--- src/rtl/alu_op_sequencer.sv ---
// Multi-cycle front end for the shared LEGv8 ALU: it accepts one instruction, decodes it,
// sequences the ALU through IDLE/DECODE/EXEC/RESP and returns a registered response.
module alu_op_sequencer #(
    parameter int unsigned DATA_W = 64,
    parameter int unsigned CNT_W  = 16
) (
    input  logic              CLK,
    input  logic              Reset_L,
    input  logic              in_valid,
    output logic              in_ready,
    input  logic [31:0]       inst,
    input  logic [DATA_W-1:0] reg_a,
    input  logic [DATA_W-1:0] reg_b,
    output logic [3:0]        alu_ctrl,
    output logic [DATA_W-1:0] alu_a,
    output logic [DATA_W-1:0] alu_b,
    input  logic [DATA_W-1:0] alu_result,
    input  logic              alu_zero,
    output logic              out_valid,
    input  logic              out_ready,
    output logic [DATA_W-1:0] result,
    output logic              zero,
    output logic              branch_taken,
    output logic              illegal,
    output logic [CNT_W-1:0]  op_count
);

    typedef enum logic [1:0] {StIdle, StDecode, StExec, StResp} state_e;

    state_e              state_q, state_d;
    logic [31:0]         inst_q, inst_d;
    logic [DATA_W-1:0]   a_q, a_d;
    logic [DATA_W-1:0]   b_q, b_d;
    logic [3:0]          ctrl_q, ctrl_d;
    logic [DATA_W-1:0]   alu_a_q, alu_a_d;
    logic [DATA_W-1:0]   alu_b_q, alu_b_d;
    logic [DATA_W-1:0]   result_q, result_d;
    logic                zero_q, zero_d;
    logic                branch_q, branch_d;
    logic                illegal_q, illegal_d;
    logic [CNT_W-1:0]    count_q, count_d;

    logic [10:0]         opcode;
    logic                dec_legal;
    logic                dec_use_imm;
    logic                dec_cbz;
    logic [3:0]          dec_ctrl;
    logic [DATA_W-1:0]   imm_ext;
    logic [DATA_W-1:0]   dec_b;
    logic                unused_inst_low;

    assign opcode          = inst_q[31:21];
    assign imm_ext         = {{(DATA_W-9){inst_q[20]}}, inst_q[20:12]};
    assign dec_b           = dec_use_imm ? imm_ext : b_q;
    // Only the opcode and imm9 fields take part in decode.
    assign unused_inst_low = ^inst_q[11:0];

    always_comb begin
        dec_legal   = 1'b1;
        dec_use_imm = 1'b0;
        dec_cbz     = 1'b0;
        dec_ctrl    = 4'b0000;
        if (inst_q[31:24] == 8'b10110100) begin
            dec_cbz  = 1'b1;
            dec_ctrl = 4'b0111;
        end else begin
            case (opcode)
                11'b10001011000: dec_ctrl = 4'b0010;
                11'b11001011000: dec_ctrl = 4'b0110;
                11'b10001010000: dec_ctrl = 4'b0000;
                11'b10101010000: dec_ctrl = 4'b0001;
                11'b11111000010,
                11'b11111000000: begin
                    dec_ctrl    = 4'b0010;
                    dec_use_imm = 1'b1;
                end
                default:         dec_legal = 1'b0;
            endcase
        end
    end

    always_comb begin
        state_d   = state_q;
        inst_d    = inst_q;
        a_d       = a_q;
        b_d       = b_q;
        ctrl_d    = ctrl_q;
        alu_a_d   = alu_a_q;
        alu_b_d   = alu_b_q;
        result_d  = result_q;
        zero_d    = zero_q;
        branch_d  = branch_q;
        illegal_d = illegal_q;
        count_d   = count_q;
        unique case (state_q)
            StIdle: begin
                if (in_valid) begin
                    inst_d  = inst;
                    a_d     = reg_a;
                    b_d     = reg_b;
                    state_d = StDecode;
                end
            end
            StDecode: begin
                if (dec_legal) begin
                    ctrl_d  = dec_ctrl;
                    alu_a_d = a_q;
                    alu_b_d = dec_b;
                    state_d = StExec;
                end else begin
                    // ALU drive registers deliberately keep the previous op's values.
                    illegal_d = 1'b1;
                    result_d  = '0;
                    zero_d    = 1'b0;
                    branch_d  = 1'b0;
                    state_d   = StResp;
                end
            end
            StExec: begin
                result_d  = alu_result;
                zero_d    = alu_zero;
                branch_d  = dec_cbz & alu_zero;
                illegal_d = 1'b0;
                state_d   = StResp;
            end
            StResp: begin
                if (out_ready) begin
                    count_d = count_q + CNT_W'(1);
                    state_d = StIdle;
                end
            end
            default: state_d = StIdle;
        endcase
    end

    always_ff @(posedge CLK or negedge Reset_L) begin
        if (!Reset_L) begin
            state_q   <= StIdle;
            inst_q    <= '0;
            a_q       <= '0;
            b_q       <= '0;
            ctrl_q    <= 4'b0000;
            alu_a_q   <= '0;
            alu_b_q   <= '0;
            result_q  <= '0;
            zero_q    <= 1'b0;
            branch_q  <= 1'b0;
            illegal_q <= 1'b0;
            count_q   <= '0;
        end else begin
            state_q   <= state_d;
            inst_q    <= inst_d;
            a_q       <= a_d;
            b_q       <= b_d;
            ctrl_q    <= ctrl_d;
            alu_a_q   <= alu_a_d;
            alu_b_q   <= alu_b_d;
            result_q  <= result_d;
            zero_q    <= zero_d;
            branch_q  <= branch_d;
            illegal_q <= illegal_d;
            count_q   <= count_d;
        end
    end

    assign in_ready     = (state_q == StIdle);
    assign out_valid    = (state_q == StResp);
    assign alu_ctrl     = ctrl_q;
    assign alu_a        = alu_a_q;
    assign alu_b        = alu_b_q;
    assign result       = result_q;
    assign zero         = zero_q;
    assign branch_taken = branch_q;
    assign illegal      = illegal_q;
    assign op_count     = count_q;

endmodule

--- config.mk ---
export PLATFORM = sky130hd
export DESIGN_NAME = alu_op_sequencer
export DESIGN_NICKNAME = d
export VERILOG_FILES = /design/src/rtl/alu_op_sequencer.sv
export SDC_FILE = /design/constraint.sdc
export NUM_CORES = 1
export LEC_CHECK = 0
export BUFFER_PORTS_ARGS = -buffer_cell sky130_fd_sc_hd__buf_2
export CORE_MARGIN = 2
export CORE_UTILIZATION = 45
export CTS_BUF_LIST = sky130_fd_sc_hd__clkbuf_8
export CTS_CLUSTER_SIZE = 10
export DETAILED_ROUTE_END_ITERATION = 12
export GPL_ROUTABILITY_DRIVEN = 0
export GPL_TIMING_DRIVEN = 0
export PLACE_DENSITY = 0.71
export SYNTH_ARGS = -nofsm -noshare
export SYNTH_HDL_FRONTEND = slang
export SYNTH_SLANG_ARGS = --single-unit
export TNS_END_PERCENT = 1
--- constraint.sdc ---
create_clock -name CLK -period 4.85 [get_ports CLK]
set_clock_uncertainty 0.2 [all_clocks]
set_input_delay 0.485 -clock CLK [delete_from_list [all_inputs] [get_ports CLK]]
set_output_delay 0.485 -clock CLK [all_outputs]
set_load 0.005 [all_outputs]
# Word-level counts from Yosys, hierarchy flattened
# Index checks and enable logic that the tools add are counted.
word_totals:
  ff_bits: 377
  out_inout_bits: 217
  wordCells: 56
  input_bits: 229
op_classes:
  reduce_logical: 10
  muxes: 19
  bitwise_logic: 1
  n_eq_ne: 13
  n_addsub: 1
ops:
  columns: ["operator", "count"]
  rows:
  - ["$mux W64", 2]
  - ["$pmux W64 S2", 1]
  - ["$eq A11 B11 Y1 const B", 6]
  - ["$add A16 B1 Y16 const B", 1]
  - ["$reduce_and A2 Y1", 5]
  - ["$pmux W3 S3", 1]
  - ["$eq A8 B8 Y1 const B", 1]
  - ["$mux W1", 8]
  - ["$pmux W2 S4", 1]
  - ["$pmux W1 S2", 3]
  - ["$reduce_or A6 Y1", 1]
  - ["$eq A2 B2 Y1 const B", 2]
  - ["$mux W2", 2]
  - ["$ne A2 B2 Y1 const B", 2]
  - ["$mux W3", 1]
  - ["$reduce_or A3 Y1", 1]
  - ["$eq A2 B1 Y1 const B", 1]
  - ["$logic_not A2 Y1", 1]
  - ["$ne A2 B1 Y1 const B", 1]
  - ["$reduce_bool A2 Y1", 1]
  - ["$reduce_or A2 Y1", 1]
  - ["$and A1 B1 Y1", 1]

# Depth between registers and ports, before layout
depth:
  word_depth: 6
  ltp_mapped: 10
  depth_no_buf: 6

# Worst setup path before layout
# OpenSTA, ideal clock, no wires.
synth_path:
  kind: "register -> register"
  startpoint: "register state_q[0]"
  endpoint: "register result_q[56] (netlist: result[56])"
  path_stages_with_launch: 9
  t_arrival_ns: 1.987
  setup_time_ns: 0.126
  slack_ns: 2.537
  path_buffers: 3
  period_less_slack_ns: 2.313
  t_required_ns: 4.524
  path_cell_list: "dfrtp_1 > inv_1 > ha_1 > clkbuf_1 > buf_2 > buf_1 > mux2i_1 > nor2_1 > a221o_1"
synth_via:
  elab_chain_len: 3
  word_cells_on_any_way: 6
  classes_between: "3 x eq/ne; 1 x mux; 2 x reduce/logical"
synth_rtl:
  columns: ["item", "line_no", "rtl"]
  rows:
  - ["start: declaration", "30", "state_e state_q, state_d;"]
  - ["start signal: assignment", "138", "state_q <= StIdle;"]
  - ["start signal: assignment", "151", "state_q <= state_d;"]
  - ["$eq A2 B1 Y1 or $eq A2 B2 Y1 (tied branches)", "95", "unique case (state_q)"]
  - ["$ne A2 B2 Y1 (no line) or $reduce_bool A2 Y1 (tied branches)", null, null]
  - ["$reduce_and A2 Y1 (no line)", null, null]
  - ["end signal: assignment", "158", "result_q <= result_d;"]
  - ["end: declaration", "37", "logic [DATA_W-1:0] result_q, result_d;"]
# Parallel ways exist; a longest one is shown, timed or not.
# A chain may end at the register's enable or synchronous reset.

# Worst setup path in the final report
layout_path:
  startpoint: "register state_q[0]"
  endpoint: "register b_q[20]"
layout_via:
  elab_chain_len: 2
layout_rtl:
  columns: ["item", "line_no", "rtl"]
  rows:
  - ["$logic_not A2 Y1", "95", null]
  - ["$reduce_and A2 Y1 (no line)", null, null]
  - ["end signal: assignment", "141", "b_q <= '0;"]
  - ["end signal: assignment", "154", "b_q <= b_d;"]
  - ["end: declaration", "33", "logic [DATA_W-1:0] b_q, b_d;"]
# Every way passes these cells.

==> results.ini <==
[drt]
drtPass1Iterations=4
drt-vias-per-instance=5.18
vias=12174
wl_per_cell_microns=19.0
drtIter0Drc=521
drcViolationCount=0
routed_wl_microns=44500
ant_nets=0

[min_path]
hold_path_class=in2async

[yosys]
synth_seq_cells=364
synth_edf_count=0
yosysSeqAreaShare_pct=60.1
netlist_area_sq_mm=0.0152
synth_top_area_share_pct=60.1
syn-mean-instance-area_sq_um=13.3
yosys.area.top_type=dfrtp_1
syn_nets=1376
synthTopCellsByCount=dfrtp_1 (364), mux2_2 (213), nor2_1 (136)
async_reset_ff_share_pct=100
synth_cells=1142
synth_top_cells_by_area=dfrtp_1 (60%), mux2_2 (16%), mux2i_1 (4.8%)
synth_cell_types=43
synth_most_common_cell=dfrtp_1
synth_ff_type=dfrtp_1
synth_warnings=0

[final_layout]
seq_area_sq_mm=0.00911
fillers=2586
layout.nets=2090
area.growth.synth_to_final_pct=40.9
final_cell_area_sq_mm=0.0214
drive_above_1_share_pct=42.0
multi_input_area_sq_mm=0.00552

[setup_path]
crit_buf_inv=3
crit_chain=inv_1 -> ha_1 -> nand2_1 -> clkbuf_1 -> clkbuf_1 -> mux2_2
cp_slowest_cell=clkbuf_1
required_ns=5.17
r2r_slack_ns=1.90
ff2ff_path_depth=6
critPathMaxFanout=10
r2r_start=state_q[0]
slowest_delay_ns=0.68
crit_family=buffers and inverters
arrival_ns=3.26
setup.worst_path.start_class=register
rr_endpoint=b_q[20]
critical_path_class=reg2reg
path_common_cell=clkbuf_1
cp-end-kind=register

[power]
peakVddDrop_mv=0.298
p_total_uw=12000
pwr_density_cell_mw_per_mm2=564
power_leakage_uw=0.0107

[clock_tree]
cts_hold_buf=216
cts_buffer_depth=3
cts_sinks=364
cts_resized=0
cts_buffers=61
path_clk_slew_ns=0.06
cts_setup_buffers=0
htreeDepth=2
clockRootBuffer=clkbuf_8
cts_tree=built
clk_latency_ns=0.66

[global_route]
grt_max_degree=115
first_global_vias=13111
grt_pass1_wl_microns=70400
grt_overflow=0
antenna_found_initial=9
grtUsageTotal_pct=25.2

[floorplanning]
num_rows=67
fp.dieW_microns=188
start_util_pct=45.4
die_h_microns=188
dieArea_sq_mm=0.0352
ios=446
core_area_sq_mm=0.0334

[sta]
grt_setup_unrepaired=no
slew_headroom_pct=41.7
setup_viol=0
max_freq_mhz=339
worst_hold_slack_ns=0.144
finalHoldViolCount=0
finalSetupTns_ns=0
min_period_over_period_pct=60.7
finalMaxSlewViolations=0
timing.final.crit_period_ns=2.95
tightestPinTransition_ns=0.874

[placement]
placed_area_sq_mm=0.0180
dp_hpwl_microns=29100
port_buffers=432

[run_status]
status=finished clean

[run]
cap_violations=0

[registers in the layout (all words and copies together), names as in the netlist, 2 cells and up]
register,count
b_q,64
alu_b,64
op_count,16
alu_ctrl,3
alu_a,64
state_q,2
result,64
inst_q,20
a_q,64
[placed cells by master (no fill, tap or decap), types with 2 or more instances in the layout]
cell type / count
diode_2: 8
a21oi_2: 15
o211ai_1: 2
nand2_1: 7
bufinv_16: 2
mux2i_1: 73
nor2_1: 136
buf_16: 3
clkinv_2: 5
and3_1: 3
a31oi_1: 2
buf_2: 444
nand2b_1: 2
nand4_1: 5
a21oi_1: 109
inv_1: 22
o21ai_0: 3
buf_1: 8
dlygate4sd3_1: 216
mux2_2: 213
ha_1: 5
clkbuf_8: 75
xor2_1: 5
buf_4: 17
and4_1: 2
dfrtp_1: 364
buf_6: 12
clkinvlp_4: 2
clkbuf_1: 32
xnor2_1: 10
nor2b_1: 3
nand3_1: 9
nor3b_1: 2
and2_1: 2
buf_8: 2
a221o_1: 65
[kinds of logic (layout without fill, tap and decap cells)]
| kind of cell | after synthesis | after routing | share of synthesized area (%) |
|---|---|---|---|
| xor+xnor | 15 | 15 | 0.867 |
| fa+ha+maj | 5 | 5 | 0.413 |
| other cells | 1 | 9 | 0.0247 |
| simple gates | 177 | 177 | 5.03 |
| compound gates | 203 | 203 | 9.47 |
| mux | 286 | 286 | 20.6 |
| flops | 364 | 364 | 60.1 |
| buf+inv | 91 | 842 | 3.45 |
[power breakdown]
part           total (uW)  internal [uW]  switching (uW)
combinational        4180           2230            1940
clock                2720           1490            1230
sequential           5140           4350             794
total               12000           8060            3970
[worst max path at each step]
stage / start / to / slack (ns) / cells after the start
after floorplan: state_q[0] / result[56] / 2.54 / 8
after global placement: Reset_L / a_q[31] / -3.95 / 1
after detailed placement: state_q[0] / a_q[4] / 1.90 / 6
after CTS: state_q[0] / a_q[3] / 1.90 / 6
after global routing: state_q[0] / result[61] / 1.78 / 8
final: state_q[0] / b_q[20] / 1.90 / 6
[metal layers]
metal  track usage [%]  wire [microns]  up-vias
li1                  -               -     5537
met1              30.1           17700     6034
met2              42.6           22000      469
met3              6.78            2880      132
met4              11.7            1920        2
met5                 0              13        -
[metrics by stage]
stage,worst slack [ns],cells,util (%)
floorplan,2.54,1142,-
global placement,-3.95,2022,53.6
detailed placement,1.90,2025,53.9
CTS,1.90,2341,64.0
global route,1.78,2348,64.0
finish,1.90,2349,64.0
[cell type report]
type / count / area share (%)
well taps: 448 / 2.62
clock buffers: 75 / 4.83
repair buffers: 651 / 20.7
flip-flops and latches: 364 / 42.6
inverters: 8 / 0.141
diodes: 8 / 0.0937
plain buffers: 83 / 2.31
clock inverters: 25 / 0.808
multi-input cells: 687 / 25.9
Note: power is estimated with default switching activity, not from simulation.
